### config.mk
export PLATFORM = sky130hd
export DESIGN_NAME = tt_um_jleugeri_ticktocktokens_sequencer
export DESIGN_NICKNAME = d
export VERILOG_FILES = /design/src/rtl/tt_um_jleugeri_ticktocktokens_sequencer.sv
export SDC_FILE = /design/constraint.sdc
export NUM_CORES = 1
export LEC_CHECK = 0
export ABC_AREA = 1
export CORE_ASPECT_RATIO = 0.8
export CORE_MARGIN = 2
export CORE_UTILIZATION = 28
export DETAILED_ROUTE_END_ITERATION = 8
export GPL_TIMING_DRIVEN = 1
export HOLD_SLACK_MARGIN = 0.1
export PLACE_DENSITY = 0.54
export SETUP_SLACK_MARGIN = 0.3
export SYNTH_ARGS = -nofsm -noshare
export SYNTH_HDL_FRONTEND = slang
export SYNTH_SLANG_ARGS = --single-unit
### constraint.sdc
create_clock -name clk -period 4.65 [get_ports clk]
set_input_delay 0.93 -clock clk [delete_from_list [all_inputs] [get_ports clk]]
set_output_delay 0.93 -clock clk [all_outputs]
set_load 0.01 [all_outputs]
### src/rtl/tt_um_jleugeri_ticktocktokens_sequencer.sv
// Tick sequencer for the ticktocktokens core: streams one token count per processor,
// steps the core with a single slow-clock pulse, waits for done, then scans results into events.
module tt_um_jleugeri_ticktocktokens_sequencer #(
    parameter int NUM_PROCESSORS = 10,
    parameter int TOKENS_BITS    = 8,
    parameter int PERIOD_BITS    = 16,
    parameter int DONE_TIMEOUT   = 255,
    parameter int ID_BITS        = $clog2(NUM_PROCESSORS)
) (
    input  logic                   clk,
    input  logic                   rst_n,
    input  logic                   ena,
    input  logic                   start,
    input  logic                   free_run,
    input  logic [PERIOD_BITS-1:0] tick_period,
    input  logic                   tok_valid,
    input  logic [TOKENS_BITS-1:0] tok_data,
    output logic                   tok_ready,
    input  logic                   done,
    input  logic [1:0]             token_startstop,
    output logic                   hold,
    output logic                   clock_slow,
    output logic [ID_BITS-1:0]     processor_id,
    output logic [TOKENS_BITS-1:0] tokens_in,
    output logic                   ev_valid,
    output logic [ID_BITS-1:0]     ev_id,
    output logic [1:0]             ev_startstop,
    output logic                   busy,
    output logic                   timeout,
    output logic [15:0]            tick_count
);

    localparam int CNT_BITS  = $clog2(NUM_PROCESSORS + 1);
    localparam int WAIT_BITS = (DONE_TIMEOUT > 1) ? $clog2(DONE_TIMEOUT + 1) : 1;

    typedef enum logic [2:0] {IDLE, LOAD, STEP, WAIT, SCAN} state_t;

    state_t                 state_q, state_d;
    logic [CNT_BITS-1:0]    idx_q, idx_d;
    logic [WAIT_BITS-1:0]   wait_q, wait_d;
    logic [PERIOD_BITS-1:0] period_q, period_d;

    logic                   hold_d, clock_slow_d, tok_ready_d, busy_d;
    logic                   ev_valid_d, timeout_d;
    logic [ID_BITS-1:0]     processor_id_d, ev_id_d;
    logic [TOKENS_BITS-1:0] tokens_in_d;
    logic [1:0]             ev_ss_d;
    logic [15:0]            tick_d;

    logic hs, launch, last_load, wait_hit, scan_last;

    assign hs        = ena && (state_q == LOAD) && tok_valid && tok_ready;
    assign launch    = start || (free_run && (period_q == '0));
    assign last_load = (idx_q == CNT_BITS'(NUM_PROCESSORS - 1));
    // done in the final WAIT cycle takes precedence over the timeout
    assign wait_hit  = !done && (wait_q == WAIT_BITS'(DONE_TIMEOUT - 1));
    assign scan_last = (idx_q == CNT_BITS'(NUM_PROCESSORS));

    always_ff @(posedge clk) begin
        if (!rst_n)   state_q <= IDLE;
        else if (ena) state_q <= state_d;
    end

    always_comb begin
        state_d = state_q;
        case (state_q)
            IDLE:    if (launch) state_d = LOAD;
            LOAD:    if (hs && last_load) state_d = STEP;
            STEP:    state_d = WAIT;
            WAIT:    if (done || wait_hit) state_d = SCAN;
            SCAN:    if (scan_last) state_d = IDLE;
            default: state_d = IDLE;
        endcase
    end

    // Outputs are registered, so they are derived from the state being entered.
    always_comb begin
        hold_d         = !((state_d == STEP) || (state_d == WAIT));
        clock_slow_d   = (state_d != STEP);
        tok_ready_d    = (state_d == LOAD);
        busy_d         = (state_d != IDLE);
        processor_id_d = processor_id;
        tokens_in_d    = hs ? tok_data : '0;
        ev_valid_d     = 1'b0;
        ev_id_d        = ev_id;
        ev_ss_d        = ev_startstop;
        idx_d          = idx_q;
        wait_d         = wait_q;
        period_d       = (period_q == '0) ? '0 : period_q - 1'b1;
        timeout_d      = timeout;
        tick_d         = tick_count;
        case (state_q)
            IDLE: begin
                // reload folds in this cycle's decrement so launches are tick_period apart
                if (launch) period_d = (tick_period == '0) ? '0 : tick_period - 1'b1;
            end
            LOAD: begin
                if (hs) begin
                    processor_id_d = ID_BITS'(idx_q);
                    idx_d          = last_load ? '0 : idx_q + 1'b1;
                end
            end
            STEP: wait_d = '0;
            WAIT: begin
                wait_d = wait_q + 1'b1;
                if (state_d == SCAN) begin
                    processor_id_d = '0;
                    idx_d          = '0;
                    timeout_d      = timeout | wait_hit;
                end
            end
            SCAN: begin
                // idx_q counts scan cycles; the sample now belongs to id idx_q-1
                if ((idx_q != '0) && (token_startstop != 2'b00)) begin
                    ev_valid_d = 1'b1;
                    ev_id_d    = ID_BITS'(idx_q - 1'b1);
                    ev_ss_d    = token_startstop;
                end
                if (scan_last) begin
                    idx_d          = '0;
                    processor_id_d = '0;
                    tick_d         = tick_count + 1'b1;
                end else begin
                    idx_d = idx_q + 1'b1;
                    if (!last_load) processor_id_d = ID_BITS'(idx_q + 1'b1);
                end
            end
            default: ;
        endcase
    end

    always_ff @(posedge clk) begin
        if (!rst_n) begin
            hold         <= 1'b1;
            clock_slow   <= 1'b1;
            tok_ready    <= 1'b0;
            busy         <= 1'b0;
            processor_id <= '0;
            tokens_in    <= '0;
            ev_valid     <= 1'b0;
            ev_id        <= '0;
            ev_startstop <= 2'b00;
            timeout      <= 1'b0;
            tick_count   <= '0;
            idx_q        <= '0;
            wait_q       <= '0;
            period_q     <= '0;
        end else if (!ena) begin
            clock_slow   <= 1'b1;
            ev_valid     <= 1'b0;
            tok_ready    <= 1'b0;
            tokens_in    <= '0;
        end else begin
            hold         <= hold_d;
            clock_slow   <= clock_slow_d;
            tok_ready    <= tok_ready_d;
            busy         <= busy_d;
            processor_id <= processor_id_d;
            tokens_in    <= tokens_in_d;
            ev_valid     <= ev_valid_d;
            ev_id        <= ev_id_d;
            ev_startstop <= ev_ss_d;
            timeout      <= timeout_d;
            tick_count   <= tick_d;
            idx_q        <= idx_d;
            wait_q       <= wait_d;
            period_q     <= period_d;
        end
    end

endmodule

==> impl_results.md <==
- Status: complete, no violations
- Fmax achieved: 0.3394 GHz
- Area after DPL: 0.005199 mm²
- Routed len/inst: ~12 µm
- Hold buffers post-CTS: 0
- Cell leakage power: about 0.0023 µW
- Internal power: approximately 1200 µW
- Hold WC Path Type: register to register
- Number of synthesized flops with an enable pin: 0
- Critical path class: input pin to register
- Initial core utilization: 0.2871
- Syn-to-layout area delta: 28.30%
- Syn Inst Count: 639
- PostCTS Resize Cnt: 0
- TritonRoute pass-1 iters: 4
- Vias per cell: 4.668
- Syn Std Cell Area: 0.004310 mm²
- Power per cell area: approximately 310 mW/mm²
- Worst-case clock skew: roughly 0.012 ns
- Critical Path End Type: register
- Total Power: between 1500 and 2000 µW
- Dominant cells by area after synthesis: dfxtp_1, nand2_1, nor2_1
- Reg clk slew, reported paths: 0.07 ns
- Setup tns final: 0 ns
- I/O pins: 73
- Critical path peak fanout: 31
- Row count: 40
- NetSw: 471.6 µW
- Final hold vios: 0
- Die area: 0.01641 mm²
- Max incr delay on CP: 0.45 ns
- IO Port Bufs: between 70 and 80
- Final non-filler cell total: about 900
- Most common cell in the synthesized netlist: nand2_1
- Die Ht: ~110 µm
- Worst Hold Slack: 0.4730 ns
- DRC: 0
- Post-Route WL: around 11 mm
- Placed Cells: 887
- GRT overflow: 0
- Warnings from Yosys: 0
- CTS buffer count: 9
- Peak supply drop: 0.1635 mV
- Most instantiated cells after synthesis: nand2_1, nor2_1, inv_1
- Synthesized area per cell: 6.746 µm²
- Initial antenna violation count: 0
- Synthesized flop and latch total: 71
- Worst-Skew Late Latency: about 0.34 ns
- Final period utilization: 0.6336
- Clock Tree Buf Depth: 2
- Layout cell share with drive strength beyond 1: 0.08543
- Crit path DAT: around 3.2 ns
- Fill cells: 1573
- Yosys top cell by area: dfxtp_1
- GRT Util Overall: 0.1370
- Clk sink count: 71
- Slew HR: 0.4212
- Fin nets: around 750
- Slew Limit Fails: 0
- H-tree Lvls: 3
- Worst EP required: 4.89 ns
- Buf/Inv on CP: 3
- Proportion of synthesized chip area in sequential cells: 0.3298
- Net Count, Synth: 682
- Unrepaired setup endpoints after global routing: no
- Reg power frac: 0.383
- Postcts setup bufs: 0
- CTS tree: yes
- Combinational share of power: 0.168
- Clk pwr share: 0.450
- ANT cells: 0
- Crit path time final: about 2.9 ns
- Core area: 0.01501 mm²
- GP Congestion: between 0.8 and 0.9
- Slew at the pin with the worst max-slew slack: a little under 0.9 ns
- CP startpoint kind: input pin
- Async SR Flop Fraction: 0
- Synth top area share: 0.3298
- Number of max-cap violations: 0
- CTS Root Cell: clkbuf_16
- Sw frac: 0.2769
- Ys flop type: dfxtp_1
- Post-route design area: 0.005530 mm²
- Global-route wire length before repair: 18.42 mm
- Largest net degree at the start of global routing: 46
- Vias in the first global route: around 3900
- Slowest CP cell: clkdlybuf4s50_1
- Via Count: 4215
- Initial DRC count: 281
- Final number of setup-violating endpoints: 0
- Routed Antenna Nets: 0
- Die width: 142.7 µm
- Hpwl dp: 7.930 mm
- Yosys cell types: 43
- Worst path cell trace: clkdlybuf4s50_1 > buf_4 > inv_1 > nor2_1 > nand2_2 > nor2_2 > nand2_1 > nor2_4 > a21oi_1 > o21a_1
- Delay-heaviest family, CP: buffers and inverters
[final timing paths]
kind                         from         endpoint  slack [ns]  cells past startpoint
setup / recovery              ena   tick_count[10]        1.70                     10
hold / removal    processor_id[0]  processor_id[0]        0.47                      2
hold reg to reg   processor_id[0]  processor_id[0]        0.47                      2
setup reg to reg         idx_q[0]   tick_count[10]        2.65                     10
[kinds of logic (layout without fill, tap and decap cells)]
kind of cell / count (synthesis) / count (layout) / synth area share
buf+inv: 104 / 179 / 0.09637
flops: 71 / 71 / 0.3298
compound gates: 86 / 86 / 0.1121
fa+ha+maj: 10 / 10 / 0.02903
simple gates: 342 / 342 / 0.3800
xor+xnor: 26 / 26 / 0.05283
[per-stage QoR]
step             util  setup slack, ns
2_1_floorplan       -            2.587
3_3_place_gp   0.3463            1.408
3_5_place_dp   0.3463            1.351
4_1_cts        0.3683            1.713
5_1_grt        0.3683            1.519
6_report       0.3683            1.704
[power by group through the flow]
stage,logic [µW],clock network (µW),registers (µW)
global placement,281,0,664
finish,286,766,652
global route,323,813,655
detailed placement,284,0,665
floorplan,204,0,662
CTS,286,789,652
[flip-flops by register name, indices dropped and copies added (netlist names), 2 cells and up]
name	count
tokens_in	8
ev_startstop	2
processor_id	4
period_q	16
wait_q	8
idx_q	4
tick_count	16
state_q	3
ev_id	4
[cell type report]
cell class	instances	area, µm²	share of cell area
timing repair buffer	73	728.2	0.1317
multi-input combinational	464	2474	0.4473
inverter	90	339.1	0.06131
clock buffer	10	239.0	0.04321
tap	189	236.5	0.04276
clock inverter	6	92.59	0.01674
sequential	71	1421	0.2570
[layer usage]
layer / part of all wire / GRT usage / vias up
met5: 0 / 0 / -
met2: 0.44 / 0.2157 / 70
met3: 0.048 / 0.03873 / 12
met1: 0.51 / 0.1856 / 1931
met4: 0.0098 / 0.03564 / 0
li1: - / - / 2202
[cells in the final DEF, fill, tap and decap left out, types with 2 or more instances in the layout]
cell / netlist / layout
and2_1: 2 / 2
nand4_1: 13 / 13
nor2_1: 86 / 86
bufinv_16: 0 / 2
ha_1: 10 / 10
o21ai_0: 24 / 24
dfxtp_1: 71 / 71
inv_2: 10 / 10
nand3_1: 61 / 61
nor2_2: 5 / 5
nor3_1: 10 / 10
xor2_1: 18 / 18
clkbuf_16: 0 / 9
clkinvlp_4: 0 / 2
a21oi_1: 43 / 43
nand2_1: 131 / 131
inv_1: 78 / 78
clkdlybuf4s50_1: 0 / 72
nand2_2: 7 / 7
o21ai_1: 3 / 3
nand3_2: 4 / 4
nor2_4: 7 / 7
nand3b_1: 8 / 8
nand2_8: 2 / 2
xnor2_1: 8 / 8
a221oi_1: 2 / 2
nand2_4: 2 / 2
a211oi_1: 5 / 5
[worst register-to-register path: stages (launching register included)]
cell and delay (ns):
dfxtp_1 0.35, inv_1 0.21, ha_1 0.19, nand3_1 0.12, nor2_1 0.14, nand2_2 0.19, nor2_2 0.18, nand2_1 0.13
nor2_4 0.16, a21oi_1 0.08, o21a_1 0.14
No activity file was read; power rests on OpenSTA's default activity.
